File: src/rtl/mips_pkg.sv
// Shared definitions for the instruction-memory loader: state encoding,
// the frame start marker and the default RAM address width.
package mips_pkg;

    typedef enum logic [2:0] {
        SYNC,
        HDR1,
        HDR2,
        LOAD,
        CHK,
        DONE,
        ERR
    } loader_state_t;

    localparam logic [7:0] DEFAULT_SYNC_BYTE = 8'hA5;
    localparam int         DEFAULT_ADDR_W    = 8;

endpackage

File: src/rtl/byte_assembler.sv
// 8-to-32 big-endian word assembler. The first byte of each group of four
// ends up in [31:24]. word_valid pulses for one cycle after the fourth byte
// is taken, and word holds the completed word until the next one completes.
module byte_assembler (
    input  logic        clock,
    input  logic        reset,
    input  logic        clear,
    input  logic        in_valid,
    input  logic [7:0]  in_data,
    output logic        word_valid,
    output logic [31:0] word
);

    logic [7:0]  lane_reg  [4];
    logic [7:0]  lane_next [4];
    logic [1:0]  cnt_reg;
    logic        word_valid_reg;
    logic [31:0] word_reg;

    // Lane 0 takes the incoming byte; every other lane takes its lower neighbour.
    genvar gi;
    generate
        for (gi = 0; gi < 4; gi++) begin : g_lane
            if (gi == 0) begin : g_first
                assign lane_next[gi] = in_data;
            end else begin : g_rest
                assign lane_next[gi] = lane_reg[gi-1];
            end
        end
    endgenerate

    // Shift bytes in, count them, and capture the full word on the fourth one.
    always_ff @(posedge clock) begin
        if (reset || clear) begin
            for (int i = 0; i < 4; i++) lane_reg[i] <= 8'h00;
            cnt_reg        <= 2'd0;
            word_valid_reg <= 1'b0;
            if (reset) word_reg <= 32'h0;
        end else begin
            word_valid_reg <= 1'b0;
            if (in_valid) begin
                for (int i = 0; i < 4; i++) lane_reg[i] <= lane_next[i];
                cnt_reg <= cnt_reg + 2'd1;
                if (cnt_reg == 2'd3) begin
                    word_valid_reg <= 1'b1;
                    word_reg       <= {lane_next[3], lane_next[2], lane_next[1], lane_next[0]};
                end
            end
        end
    end

    assign word_valid = word_valid_reg;
    assign word       = word_reg;

endmodule

File: src/rtl/imem_loader.sv
// Instruction-memory loader: takes a framed byte stream (SYNC, CNT_HI, CNT_LO,
// 4*N data bytes MSB first), writes the assembled words into the instruction
// RAM and holds the CPU in reset until the image is in.
// Build option: IMEM_LOADER_CHKSUM_EN adds a trailing XOR checksum byte.
// ADDR_W is supported up to 15 (the word count field is 16 bits).
module imem_loader
    import mips_pkg::*;
#(
    parameter int         ADDR_W    = DEFAULT_ADDR_W,
    parameter logic [7:0] SYNC_BYTE = DEFAULT_SYNC_BYTE
) (
    input  logic              clock,
    input  logic              reset,
    input  logic              start,
    input  logic [7:0]        rx_data,
    input  logic              rx_valid,
    output logic              rx_ready,
    output logic              wr_en,
    output logic [ADDR_W-1:0] wr_addr,
    output logic [31:0]       wr_data,
    output logic              cpu_hold,
    output logic              done,
    output logic              error
);

    localparam int          CNT_W       = ADDR_W + 1;
    localparam int          BYTE_W      = ADDR_W + 3;
    localparam logic [16:0] MAX_WORDS_W = 17'(2**ADDR_W);

    loader_state_t     state_reg, state_next;
    logic [7:0]        cnt_hi_reg;
    logic [CNT_W-1:0]  n_reg;
    logic [BYTE_W-1:0] byte_cnt_reg;
    logic [ADDR_W-1:0] idx_reg;
    logic [15:0]       hdr_n;
    logic [BYTE_W-1:0] total_bytes;
    logic              load_full;
    logic              accept;
    logic              word_valid;
    logic [31:0]       word;

    assign hdr_n       = {cnt_hi_reg, rx_data};
    assign total_bytes = {n_reg, 2'b00};
    assign load_full   = (byte_cnt_reg == total_bytes);
    assign accept      = rx_valid && rx_ready;

`ifdef IMEM_LOADER_CHKSUM_EN
    logic [7:0] xor_reg;
    logic       last_byte;
    assign last_byte = (BYTE_W'(byte_cnt_reg + 1'b1) == total_bytes);
`else
    logic       last_write;
    assign last_write = word_valid && ({1'b0, idx_reg} == (n_reg - 1'b1));
`endif

    // State register.
    always_ff @(posedge clock) begin
        if (reset) state_reg <= SYNC;
        else       state_reg <= state_next;
    end

    // Next-state and handshake decode; start overrides everything.
    always_comb begin
        state_next = state_reg;
        rx_ready   = 1'b0;
        case (state_reg)
            SYNC, HDR1, HDR2: rx_ready = 1'b1;
            LOAD:             rx_ready = !load_full;
`ifdef IMEM_LOADER_CHKSUM_EN
            CHK:              rx_ready = 1'b1;
`endif
            default:          rx_ready = 1'b0;
        endcase
        if (start) rx_ready = 1'b0;

        if (start) begin
            state_next = SYNC;
        end else begin
            case (state_reg)
                SYNC: if (accept && rx_data == SYNC_BYTE) state_next = HDR1;
                HDR1: if (accept) state_next = HDR2;
                HDR2: if (accept) begin
                    if (hdr_n == 16'd0) begin
`ifdef IMEM_LOADER_CHKSUM_EN
                        state_next = CHK;
`else
                        state_next = DONE;
`endif
                    end else if ({1'b0, hdr_n} > MAX_WORDS_W) begin
                        state_next = ERR;
                    end else begin
                        state_next = LOAD;
                    end
                end
`ifdef IMEM_LOADER_CHKSUM_EN
                LOAD: if (accept && last_byte) state_next = CHK;
                CHK:  if (accept) state_next = (rx_data == xor_reg) ? DONE : ERR;
`else
                LOAD: if (last_write) state_next = DONE;
`endif
                default: state_next = state_reg;
            endcase
        end
    end

    // Header latch, byte/word counters and running checksum.
    always_ff @(posedge clock) begin
        if (reset || start) begin
            cnt_hi_reg   <= 8'h00;
            n_reg        <= '0;
            byte_cnt_reg <= '0;
            idx_reg      <= '0;
`ifdef IMEM_LOADER_CHKSUM_EN
            xor_reg      <= 8'h00;
`endif
        end else begin
            if (state_reg == HDR1 && accept) cnt_hi_reg <= rx_data;
            if (state_reg == HDR2 && accept) n_reg <= hdr_n[CNT_W-1:0];
            if (state_reg == LOAD && accept) begin
                byte_cnt_reg <= byte_cnt_reg + 1'b1;
`ifdef IMEM_LOADER_CHKSUM_EN
                xor_reg      <= xor_reg ^ rx_data;
`endif
            end
            if (word_valid) idx_reg <= idx_reg + 1'b1;
        end
    end

    byte_assembler u_asm (
        .clock      (clock),
        .reset      (reset),
        .clear      (start),
        .in_valid   (accept && state_reg == LOAD),
        .in_data    (rx_data),
        .word_valid (word_valid),
        .word       (word)
    );

    assign wr_en    = word_valid;
    assign wr_addr  = idx_reg;
    assign wr_data  = word;
    assign done     = (state_reg == DONE);
    assign error    = (state_reg == ERR);
    assign cpu_hold = (state_reg != DONE);

endmodule

File: config.mk
export PLATFORM = sky130hd
export DESIGN_NAME = imem_loader
export DESIGN_NICKNAME = d
export VERILOG_FILES = /design/src/rtl/mips_pkg.sv /design/src/rtl/byte_assembler.sv /design/src/rtl/imem_loader.sv
export SDC_FILE = /design/constraint.sdc
export NUM_CORES = 1
export LEC_CHECK = 0
export BUFFER_PORTS_ARGS = -buffer_cell sky130_fd_sc_hd__clkbuf_2
export CAP_MARGIN = 20
export CORE_ASPECT_RATIO = 0.8
export CORE_MARGIN = 4
export CORE_UTILIZATION = 40
export DETAILED_ROUTE_END_ITERATION = 6
export PLACE_DENSITY = 0.56
export SLEW_MARGIN = 10
export SYNTH_ARGS = -nofsm -noshare
export SYNTH_HDL_FRONTEND = slang
export SYNTH_SLANG_ARGS = --single-unit
export TNS_END_PERCENT = 5
File: constraint.sdc
create_clock -name clock -period 7.8 [get_ports clock]
set_input_delay 1.56 -clock clock [delete_from_list [all_inputs] [get_ports clock]]
set_output_delay 1.56 -clock clock [all_outputs]
set_load 0.02 [all_outputs]
Word level (Yosys, flattened, before mapping)

Memories as Yosys holds them, arrays and structs flattened.
Cells that the tools add are included.

Bits in registers: 74
Word-level logic and storage cells: 75
Memories kept: 1
Bits of input ports: 12
Memory bits (writable): 32
Output and inout port bits: 45

Mux-type cells: 23
Bitwise operators: 5
Eq/ne operators: 15
$add $sub $neg: 4
Order comparisons: 1
Reductions and logical operators: 18

Memories:

| memory         | words | width | rd ports | clocked after Yosys merged registers in | write ports | RTL line             | text |
|---|---|---|---|---|---|---|---|
| u_asm.lane_reg | 4     | 8     | 3        | 0                                       | 4           | byte_assembler.sv:14 | `logic [7:0] lane_reg [4];` |

Operators with widths:

| cell                  | number |
|---|---|
| $mux 32               | 4 |
| $mux 8                | 4 |
| $mux 3                | 6 |
| $gt 16x9->1 const B   | 1 |
| $logic_not 16->1      | 1 |
| $pmux 3 s4            | 1 |
| $add 11x1->11 const B | 1 |
| $eq 11x11->1          | 1 |
| $ne 2x2->1 const B    | 5 |
| $eq 8x9->1            | 1 |
| $sub 9x1->9 const B   | 1 |
| $add 8x1->8 const B   | 1 |
| $eq 8x8->1 const B    | 1 |
| $mux 1                | 7 |
| $eq 3x2->1 const B    | 2 |
| $eq 3x3->1 const B    | 2 |
| $logic_and 1x1->1     | 6 |
| $reduce_and 5->1      | 1 |
| $or 1x1->1            | 4 |
| $reduce_bool 2->1     | 2 |
| $reduce_bool 4->1     | 1 |
| $reduce_or 2->1       | 2 |
| $eq 3x1->1 const B    | 1 |
| $logic_not 3->1       | 1 |
| 9 further kinds       | 9 |

Longest topological paths before layout

Gate-level depths: netlist of run 1.

Depth in word-level cells: 10
Depth in mapped cells: 10
Gate-level depth less buffers: 8

Hierarchy

A second synthesis of run 1 with hierarchy kept.

Cells, all modules: 399
Area total of the unflattened synthesis: 4439.3 µm²

Modules (own cells, without submodules):

| module         | seq. area each (µm²) | area each (µm²) | instances | cells each |
|---|---|---|---|---|
| byte_assembler | 1741.7               | 2234.6          | 1         | 134 |
| imem_loader    | 780.7                | 2204.6          | 1         | 265 |

Worst setup path after synthesis of run 1

Ideal clock, no wire load.

Path type: input -> output
Start point: input port start
End point: output port rx_ready
Cell stages on the path: 2
Required time: 6.240 ns
Path buffers: 0
Data arrival time: 2.073 ns
Setup slack: 4.167 ns
Cells stage by stage: a31o_2 -> nor2_1

Longest elaborated chain between the ends: 1

Ends and longest elaborated chain:

| what               | RTL line          | text |
|---|---|---|
| start: declaration | imem_loader.sv:14 | `input logic start,` |
| $mux 1             | imem_loader.sv:74 | `if (start) rx_ready = 1'b0;` |
| end: declaration   | imem_loader.sv:17 | `output logic rx_ready,` |

Every way passes these cells.

Final worst setup path of run 1

Start point: input port rx_valid
End point: register u_asm.word_reg[5] (netlist: u_asm.word[5]) (enable)

Longest elaborated chain between the ends: 4

Ends and longest elaborated chain:

| what                        | RTL line             | text |
|---|---|---|
| start: declaration          | imem_loader.sv:16    | `input logic rx_valid,` |
| $logic_and 1x1->1           | imem_loader.sv:45    | `assign accept = rx_valid && rx_ready;` |
| $logic_and 1x1->1           | imem_loader.sv:133   | `.in_valid (accept && state_reg == LOAD),` |
| $reduce_bool 2->1 (no line) | --                   |  |
| $reduce_and 3->1 (no line)  | --                   |  |
| end signal: assignment      | byte_assembler.sv:46 | `word_reg <= {lane_next[3], lane_next[2], lane_next[1], lane_next[0]};` |
| end: declaration            | byte_assembler.sv:18 | `logic [31:0] word_reg;` |

Every way passes these cells.
A chain may end at the register's enable or synchronous reset.

==> results.tsv, run 1 <==
stage	metric	value	unit
route	drt initial violations	167	
power	Net Switching	0.000229	W
timing	final hold vios	0	
synthesis	Main synth FF type	edfxtp_1	
power	switching share of power	21.8	%
synthesis	Cell variety after synth	47	
timing	Period minus WS final	3.84	ns
synthesis	Post-synth EDFFs	56	
setup_path	WS Path Type	in2reg	
placed_design	dpl ws	3.60	ns
outcome	outcome	complete, no violations	
timing	RSZ-0062 raised after global routing	no	
layout	max reg flops	32	
synthesis	post-synth top area share	39.3	%
setup_path	Crit path max-delay family	compound AO/OA/AOI/OAI gates	
flow_run	Max Cap Viol	0	
floorplanning	die area	12400	um2
route	DRC	0	
route	Routed Wire Length	8720	um
setup_path	R2R depth	8	
setup_path	Critical Path Fanout Max	32	
setup_path	CP arrival	3.84	ns
timing	worst-margin pin slew	0.992	ns
layout	Final Util	47.8	%
power	Seq pwr share	53.6	%
timing	fmax	0.260	GHz
route	Detailed Routing Iterations Pass 1	4	
route	average wire per standard cell	14.8	um
placed_design	hpwl dp	6170	um
clocking	CTS Sinks	98	
synthesis	post-synthesis sequential area ratio	59.0	%
setup_path	r2r endpoint	u_asm.word[5]	
timing	Final Skew	0.00986	ns
clocking	Setup Fix Bufs, Post-CTS	0	
timing	final setup margin	3.96	ns
setup_path	FF-to-FF setup slack	4.47	ns
synthesis	Mapped Cells	398	
global_route	first-pass GRT wire length	14200	um
route	number of antenna-violating nets in the routed design	0	
global_route	vias in the first global route	2756	
route	via count	2929	
power	Leakage	1.99	nW
timing	final-report setup violation count	0	
clocking	TritonCTS buffer count	9	
power	Clk pwr share	41.6	%
setup_path	startpoint types	input port	
setup_path	crit path capture type	flop	
setup_path	Reg2Reg Launch Point	byte_cnt_reg[0]	
timing	fin crit share	49.3	%
layout	layout cell share with drive strength beyond 1	18.0	%
setup_path	crit path buf inv count	2	
global_route	GR Overflow Total	0	
synthesis	mapped cell area	4270	um2
synthesis	syn_area_per_cell	10.7	um2
power	Cell Pwr Density	213	nW/um2
setup_path	slowest stage delay, CP	0.78	ns
power	Int Power	0.000823	W
timing	relative max-transition margin	33.7	%
clocking	Hold Buf Count CTS	0	
synthesis	Seq cells post-synth	98	
clocking	CTS H-tree lvls	3	
layout	fillcell total	977	
worst_hold_path	hold crit path type	reg2reg	
setup_path	slowest stage cell, crit path	and3_1	
setup_path	crit path from	rx_valid	
global_route	total global-route track usage	15.0	%
clocking	CTS Root Cell	clkbuf_16	
floorplanning	Die Ht	100	um
global_route	pin count of the biggest net entering global routing	48	
placed_design	GP Congestion	0.832	
global_route	initial antenna violation count	0	
floorplanning	row cnt	33	
timing	setup total negative slack	0	ns
floorplanning	core area	10300	um2
synthesis	Area contributors post-synth	edfxtp_1 (39%), dfxtp_1 (20%), and2_1 (5.9%)	
floorplanning	Die Wd	124	um
clocking	CTS tree	yes	
synthesis	Synth area leader	edfxtp_1	
layout	Final Net Count	462	
synthesis	ys async rst share	0	%
layout	Antenna Cells	0	
timing	fin. max-slew vios	0	
setup_path	worst setup path end	u_asm.word[5]	
clocking	Clock Pin Slew Worst Setup and Hold Paths	0.06	ns
synthesis	total of warnings raised by yosys	0	
route	vias per cell	4.96	
power	Logic pwr share	4.8	%
setup_path	Required @ worst endpoint	7.79	ns
floorplanning	IO Pins	57	
floorplanning	Initial Utilization	41.4	%
clocking	post-CTS sizing	0	
synthesis	syn nets	415	
layout	Layout area overhead	15.5	%
setup_path	Crit path depth	6	
clocking	Clock Latency Late Sink	0.34	ns
clocking	clk buf depth	2	
setup_path	CP cell instances	clkbuf_2, nand2b_1, a311oi_4, and3_1, a21o_1, buf_4	
placed_design	Port Buffer Count	56	
power	VDD IR max	118	uV
[area by class of cell]
type	count	area, um2	share of cell area (%)
multi-input cells	261	1590	32.1
clock inverters	6	65.1	1.32
inverters	17	63.8	1.29
well taps	140	175	3.55
flip-flops and latches	98	2520	51.1
clock buffers	10	229	4.64
repair buffers	58	295	5.98
[synth_stat cells, types with 10 or more instances]
| cell type | count |
|---|---|
| nor2_1 | 29 |
| inv_1 | 16 |
| clkbuf_1 | 10 |
| edfxtp_1 | 56 |
| a21oi_1 | 19 |
| xnor2_1 | 11 |
| nand3_1 | 21 |
| xor2_1 | 18 |
| and2_1 | 40 |
| dfxtp_1 | 42 |
| o21ai_0 | 15 |
| nand2_1 | 36 |
[metrics by stage]
step	hold WS (ns)	cell area (um2)	std cells	power, W
after floorplan	0.436	4270	398	0.000605
after global placement	0.446	4640	574	0.000626
after detailed placement	0.450	4640	574	0.000627
after CTS	0.459	4940	590	0.00107
after global routing	0.479	4940	590	0.00109
final	0.457	4940	590	0.00105
[layer usage]
metal | part of all wire [%] | global-route usage (%)
met1 | 50 | 21.5
met2 | 44 | 22.1
met3 | 5.2 | 4.88
met4 | 1.0 | 3.83
met5 | 0 | 0
[power groups by stage]
stage | Combinational [W] | Sequential [W] | Clock [W]
detailed placement | 0.0000513 | 0.000575 | 0
finish | 0.0000504 | 0.000564 | 0.000438
CTS | 0.0000513 | 0.000564 | 0.000452
global route | 0.0000552 | 0.000565 | 0.000472
global placement | 0.0000508 | 0.000575 | 0
floorplan | 0.0000196 | 0.000586 | 0
[cell families (layout without fill, tap and decap cells)]
kind of cell	count (synthesis)	in the layout	synth area share (%)
compound gates	52	52	7.76
xor+xnor	29	29	5.94
mux	3	3	0.703
fa+ha+maj	5	5	1.46
flops	98	98	59.0
buf+inv	39	91	3.92
simple gates	172	172	21.2
[worst min-delay path by stage]
stage | startpoint | endpoint | slack [ns] | cells after the start
final | cnt_hi_reg[3] | cnt_hi_reg[3] | 0.46 | 2
after global routing | cnt_hi_reg[2] | cnt_hi_reg[2] | 0.48 | 2
after CTS | cnt_hi_reg[3] | cnt_hi_reg[3] | 0.46 | 2
after detailed placement | cnt_hi_reg[3] | cnt_hi_reg[3] | 0.45 | 2
after global placement | u_asm.cnt_reg[1] | u_asm.cnt_reg[1] | 0.45 | 2
after floorplan | cnt_hi_reg[3] | cnt_hi_reg[3] | 0.44 | 2
[worst reg2reg max path: stages, from the launching register on]
cell      delay (ns)
dfxtp_1         0.40
inv_1           0.08
ha_1            0.22
nand3_1         0.11
nor4_2          0.07
a311oi_4        0.73
and3_1          0.78
a21o_1          0.22
buf_4           0.35
[placed cells by master (no fill, tap or decap), types with 3 or more instances in the layout]
| cell | count |
|---|---|
| o21ai_0 | 15 |
| nand2_1 | 36 |
| nor4_1 | 5 |
| mux2i_1 | 3 |
| xor2_1 | 18 |
| a21oi_1 | 19 |
| nor3_1 | 8 |
| inv_1 | 16 |
| or3_1 | 6 |
| and2_1 | 40 |
| xnor2_1 | 11 |
| ha_1 | 5 |
| nor2_1 | 28 |
| clkbuf_16 | 9 |
| nand3_1 | 21 |
| dfxtp_1 | 42 |
| edfxtp_1 | 56 |
| nand2b_1 | 3 |
| a31oi_1 | 3 |
| nand4_1 | 5 |
| and3_1 | 8 |
| clkbuf_2 | 56 |
Power figures use the tool's default switching activity.
==> inputs of run 2 (changes only) <==
- PLACE_DENSITY: 0.56 -> 0.58
- clock period: 7.8 -> 3.47 ns (I/O delays scaled with it)
==> run 2 against run 1 <==
  * Die area stayed put
  * Worst setup slack worse by 3.1 ns
  * Count of clock-buffer cells in the layout fell by 1
  * Utilization increased by 0.58 points
  * Final cell count up 1.2%
  * Combinational power grew 130%
  * Power is 130% higher
  * Final area grew 1.2%
  * Global-route usage grew 0.11 points
  * Critical path type is now reg2out
  * Highest routed layer unchanged
==> results.tsv, run 2 (synthesized netlist as in run 1, its figures left out) <==
stage	metric	value	unit
floorplanning	die area	12400	um2
clocking	Hold Buf Count CTS	0	
global_route	initial antenna violation count	0	
route	vias per cell	4.91	
global_route	pin count of the biggest net entering global routing	33	
timing	final hold vios	0	
clocking	post-CTS sizing	0	
clocking	CTS tree	yes	
floorplanning	IO Pins	57	
timing	worst-margin pin slew	0.874	ns
route	average wire per standard cell	14.6	um
timing	relative max-transition margin	41.6	%
timing	Final Skew	0.0111	ns
timing	setup total negative slack	0	ns
flow_run	Max Cap Viol	0	
global_route	total global-route track usage	15.1	%
power	Cell Pwr Density	475	nW/um2
setup_path	slowest stage cell, crit path	dfxtp_1	
route	DRC	0	
clocking	Clock Latency Late Sink	0.35	ns
timing	final-report setup violation count	0	
placed_design	Port Buffer Count	56	
route	Routed Wire Length	8720	um
setup_path	crit path capture type	output port	
layout	Final Net Count	469	
layout	max reg flops	32	
layout	Antenna Cells	0	
clocking	CTS Sinks	98	
floorplanning	Die Wd	124	um
clocking	TritonCTS buffer count	9	
timing	fmax	0.384	GHz
timing	Hold WS	0.457	ns
setup_path	crit path buf inv count	3	
worst_hold_path	hold crit path type	reg2reg	
timing	RSZ-0062 raised after global routing	no	
timing	fin. max-slew vios	0	
route	Detailed Routing Iterations Pass 1	4	
timing	Period minus WS final	2.60	ns
setup_path	startpoint types	flop	
setup_path	slowest stage delay, CP	0.53	ns
placed_design	Placed Area	4700	um2
setup_path	Required @ worst endpoint	2.78	ns
clocking	CTS Root Cell	clkbuf_16	
global_route	vias in the first global route	2893	
placed_design	hpwl dp	6130	um
layout	final instance area	5000	um2
floorplanning	core area	10300	um2
route	number of antenna-violating nets in the routed design	0	
layout	commonest cells after routing, fill and taps aside	clkbuf_2 (56), edfxtp_1 (56), dfxtp_1 (42), and2_1 (40), nand2_1 (36)	
timing	fin crit share	75.0	%
clocking	CTS H-tree lvls	3	
route	drt initial violations	162	
floorplanning	Initial Utilization	41.4	%
floorplanning	row cnt	33	
setup_path	CP arrival	1.91	ns
route	via count	2930	
global_route	first-pass GRT wire length	14400	um
power	Total Power	0.00237	W
clocking	Setup Fix Bufs, Post-CTS	0	
layout	fillcell total	977	
setup_path	Crit path max-delay family	simple AND/OR/NAND/NOR gates	
power	VDD IR max	201	uV
setup_path	Critical Path Fanout Max	10	
layout	Layout area overhead	16.9	%
clocking	Clock Pin Slew Worst Setup and Hold Paths	0.07	ns
power	Leakage	2.02	nW
floorplanning	Die Ht	100	um
placed_design	GP Congestion	0.816	
layout	layout cell share with drive strength beyond 1	19.7	%
global_route	GR Overflow Total	0	
outcome	outcome	complete, no violations	
setup_path	CP cell instances	clkinv_1, nor2_1, nand2_1, inv_1, clkbuf_2	
clocking	clk buf depth	2	
setup_path	WS Path Type	reg2out	
[run 2: power by group]
part / total [W] / switching, W / internal, W
Combinational: 0.000118 / 0.0000844 / 0.0000339
Sequential: 0.00127 / 0.00000857 / 0.00126
Clock: 0.000991 / 0.000480 / 0.000511
[run 2: tightest hold or removal path, cell delays in order (launching register included)]
cell and delay, ns:
dfxtp_1 0.31, nand2_1 0.05, a21oi_1 0.05
[run 2: path summary, 6_finish.rpt]
path | startpoint | end | slack (ns) | cells past startpoint
max | state_reg[0] | done | 0.87 | 5
max reg2reg | byte_cnt_reg[0] | u_asm.word[7] | 1.00 | 9
min | cnt_hi_reg[3] | cnt_hi_reg[3] | 0.46 | 2
min reg2reg | cnt_hi_reg[3] | cnt_hi_reg[3] | 0.46 | 2
[run 2: metal layers]
| metal | global-route usage (%) | part of all wire (%) | wire (um) |
|---|---|---|---|
| met4 | 4.51 | 0.93 | 81 |
| met5 | 0 | 0 | 0 |
| met1 | 21.5 | 50 | 4360 |
| met2 | 22.0 | 44 | 3820 |
| met3 | 5.05 | 5.3 | 459 |
[run 2: final cells by class]
cell class / count / area, um2 / share of cell area, %
clock buffer: 9 / 225 / 4.51
timing repair buffer: 65 / 348 / 6.96
sequential: 98 / 2520 / 50.5
clock inverter: 7 / 76.3 / 1.53
inverter: 17 / 63.8 / 1.28
multi-input combinational: 261 / 1590 / 31.7
tap: 140 / 175 / 3.51
[run 2: per-stage QoR]
| step | instances | setup slack (ns) | utilization [%] |
|---|---|---|---|
| after floorplan | 398 | 0.709 | - |
| after global placement | 581 | 1.05 | 45.5 |
| after detailed placement | 581 | 0.979 | 45.5 |
| after CTS | 597 | 0.860 | 48.4 |
| after global routing | 597 | 0.680 | 48.4 |
| final | 597 | 0.869 | 48.4 |
==> inputs of run 3 (changes only) <==
- ABC_AREA: not set -> 1
- clock period: 3.47 -> 2.1 ns (I/O delays scaled with it)
==> run 3 against run 2 <==
  * Non-clock buffer count grew 5
  * First-iteration DRC count grew 51%
  * Sequential share of layout area shrank 3.3 points
  * Critical endpoint is now rx_ready
==> results.tsv, run 3 <==
stage	metric	value	unit
outcome	outcome	complete, no violations	
timing	Final Skew	0.00586	ns
floorplanning	Initial Utilization	41.3	%
synthesis	post-synthesis sequential area ratio	55.6	%
setup_path	r2r endpoint	u_asm.word[10]	
synthesis	most frequent cell after synthesis	nand2_1	
clocking	CTS Sinks	98	
layout	layout cell share with drive strength beyond 1	20.9	%
setup_path	Critical Path Fanout Max	6	
synthesis	Post-synth EDFFs	56	
timing	final hold vios	0	
power	Total Power	0.00383	W
setup_path	WS Path Type	reg2out	
synthesis	Area contributors post-synth	edfxtp_1 (37%), dfxtp_1 (19%), nand2_1 (7.9%)	
timing	setup total negative slack	0	ns
floorplanning	die area	13100	um2
synthesis	top cells by count, synth	nand2_1 (96), inv_1 (82), nor2_1 (81)	
layout	Final Net Count	609	
route	Detailed Routing Iterations Pass 1	5	
synthesis	syn nets	543	
setup_path	worst setup path end	rx_ready	
placed_design	GP Congestion	0.876	
setup_path	CP cell instances	xnor2_1, nand2_1, nor2_2, nand3_2, and2_4, buf_6	
synthesis	Seq cells post-synth	98	
synthesis	Synth area leader	edfxtp_1	
floorplanning	Die Ht	103	um
synthesis	Synth Area in XOR/XNOR	2.90	%
synthesis	simple-gate share of the synthesized area	23.1	%
synthesis	ys async rst share	0	%
setup_path	FF-to-FF setup slack	0.16	ns
synthesis	syn_area_per_cell	8.63	um2
layout	Antenna Cells	0	
synthesis	mapped cell area	4540	um2
timing	final-report setup violation count	0	
setup_path	Required @ worst endpoint	1.68	ns
synthesis	largest family of logic cells by synthesized area	simple AND/OR/NAND/NOR gates	
placed_design	Placed Area	5030	um2
power	VDD IR max	367	uV
global_route	total global-route track usage	16.0	%
route	average wire per standard cell	13.3	um
route	drt initial violations	245	
global_route	initial antenna violation count	0	
clocking	CTS tree	yes	
route	Routed Wire Length	9860	um
layout	Final Util	48.9	%
layout	final instance area	5370	um2
timing	relative max-transition margin	76.9	%
clocking	TritonCTS buffer count	9	
setup_path	crit path capture type	output port	
placed_design	hpwl dp	7170	um
global_route	vias in the first global route	3389	
layout	commonest non-fill, non-tap cell in the layout	nand2_1	
global_route	pin count of the biggest net entering global routing	33	
global_route	GR Overflow Total	0	
setup_path	Crit path depth	6	
timing	fin. max-slew vios	0	
global_route	first-pass GRT wire length	16700	um
setup_path	crit path buf inv count	1	
worst_hold_path	hold crit path type	in2reg	
clocking	Clock Latency Late Sink	0.34	ns
synthesis	Main synth FF type	edfxtp_1	
floorplanning	core area	11000	um2
synthesis	Synth Area in Compound Gates	7.58	%
synthesis	Cell variety after synth	30	
floorplanning	row cnt	34	
synthesis	Synth Area in Adders	1.38	%
clocking	Clock Pin Slew Worst Setup and Hold Paths	0.07	ns
setup_path	Crit path max-delay family	flip-flops	
timing	fmax	0.501	GHz
layout	commonest cells after routing, fill and taps aside	nand2_1 (95), inv_1 (79), nor2_1 (79), edfxtp_1 (56), clkbuf_2 (55)	
clocking	clk buf depth	2	
synthesis	total of warnings raised by yosys	0	
floorplanning	IO Pins	57	
route	via count	3508	
layout	Layout area overhead	18.3	%
clocking	CTS Root Cell	clkbuf_16	
placed_design	Port Buffer Count	56	
setup_path	R2R depth	9	
floorplanning	Die Wd	127	um
setup_path	slowest stage delay, CP	0.50	ns
layout	fillcell total	1104	
power	Cell Pwr Density	713	nW/um2
setup_path	crit path from	n_reg[5]	
route	number of antenna-violating nets in the routed design	0	
setup_path	slowest stage cell, crit path	dfxtp_1	
setup_path	startpoint types	flop	
timing	worst-margin pin slew	0.347	ns
timing	fin crit share	95.0	%
synthesis	mux contribution to synthesized area	0	%
timing	Period minus WS final	1.99	ns
layout	max reg flops	32	
setup_path	CP arrival	1.57	ns
clocking	Hold Buf Count CTS	0	
clocking	CTS H-tree lvls	3	
setup_path	Reg2Reg Launch Point	n_reg[5]	
power	Leakage	2.23	nW
synthesis	post-synth top area share	37.1	%
flow_run	Max Cap Viol	0	
route	vias per cell	4.73	
timing	RSZ-0062 raised after global routing	yes	
route	DRC	0	
synthesis	Mapped Cells	526	
==> run 3: changes by cell type after synthesis, sizes merged, moves of 6 or more <==
cell,change
nor3,+7
and3,-8
xnor2,-6
a21oi,+16
and2,-39
or3,-6
o21ai,+14
nor2,+67
xor2,-8
clkbuf,-8
nand2,+60
inv,+71
nor4,-7
==> run 3: power by group <==
group / internal (W) / total, W / switching [W]
Sequential: 0.00208 / 0.00209 / 0.0000140
Combinational: 0.0000595 / 0.000211 / 0.000152
Clock: 0.000808 / 0.00153 / 0.000719
Total: 0.00294 / 0.00383 / 0.000885
==> run 3: worst min-delay path by stage <==
| stage | depth (start not counted) | slack, ns | start | to |
|---|---|---|---|---|
| after CTS | 3 | 0.40 | rx_data[5] | n_reg[5] |
| after detailed placement | 2 | 0.45 | cnt_hi_reg[5] | cnt_hi_reg[5] |
| after floorplan | 2 | 0.42 | cnt_hi_reg[3] | cnt_hi_reg[3] |
| after global routing | 3 | 0.41 | rx_data[4] | n_reg[4] |
| after global placement | 2 | 0.44 | cnt_hi_reg[3] | cnt_hi_reg[3] |
| final | 3 | 0.40 | rx_data[5] | n_reg[5] |
==> run 3: through the flow <==
| stage | setup slack [ns] | std cells | hold WS [ns] |
|---|---|---|---|
| final | 0.106 | 741 | 0.404 |
| after global routing | -0.0140 | 741 | 0.410 |
| after CTS | 0.0136 | 737 | 0.396 |
| after detailed placement | 0.140 | 721 | 0.447 |
| after global placement | 0.159 | 721 | 0.436 |
| after floorplan | -0.387 | 526 | 0.424 |
==> run 3: repair_timing <==
item	4_1_cts	5_1_grt
pin swaps	1	4
buffers inserted	0	4
setup endpoints to repair	1	63
endpoints found under the hold margin	0	0
gates resized for setup	1	15
gates cloned	0	0
==> run 3: area by class of cell <==
cell class                      count  area, um2  share of cell area, %
Multi-Input combinational cell    326       1620                   30.2
Clock buffer                       10        229                   4.27
Tap cell                          144        180                   3.36
Clock inverter                      6       43.8                  0.816
Inverter                           87        332                   6.18
Timing Repair Buffer               70        429                   8.00
Sequential cell                    98       2530                   47.2
==> run 3: layer usage <==
layer | global-route usage [%] | share of wire, % | vias to the layer above
met2 | 24.1 | 41 | 95
met4 | 5.28 | 1.4 | 0
met5 | 0 | 0 | -
met3 | 3.80 | 6.4 | 10
met1 | 23.0 | 51 | 1600
li1 | - | - | 1803
==> run 3: worst reg2reg max path, delay by kind of cell (launching register included) <==
kind | cells | cell delay, ns
flops | 1 | 0.50
xor+xnor | 1 | 0.12
buf+inv | 2 | 0.33
compound gates | 1 | 0.22
simple gates | 5 | 0.45
==> run 3: logic make-up after synthesis <==
family | Yosys count
adder cells (fa/ha/maj) | 5
AND/OR/NAND/NOR | 240
XOR/XNOR | 15
buffers and inverters | 102
flip-flops | 98
AO/OA/AOI/OAI | 66
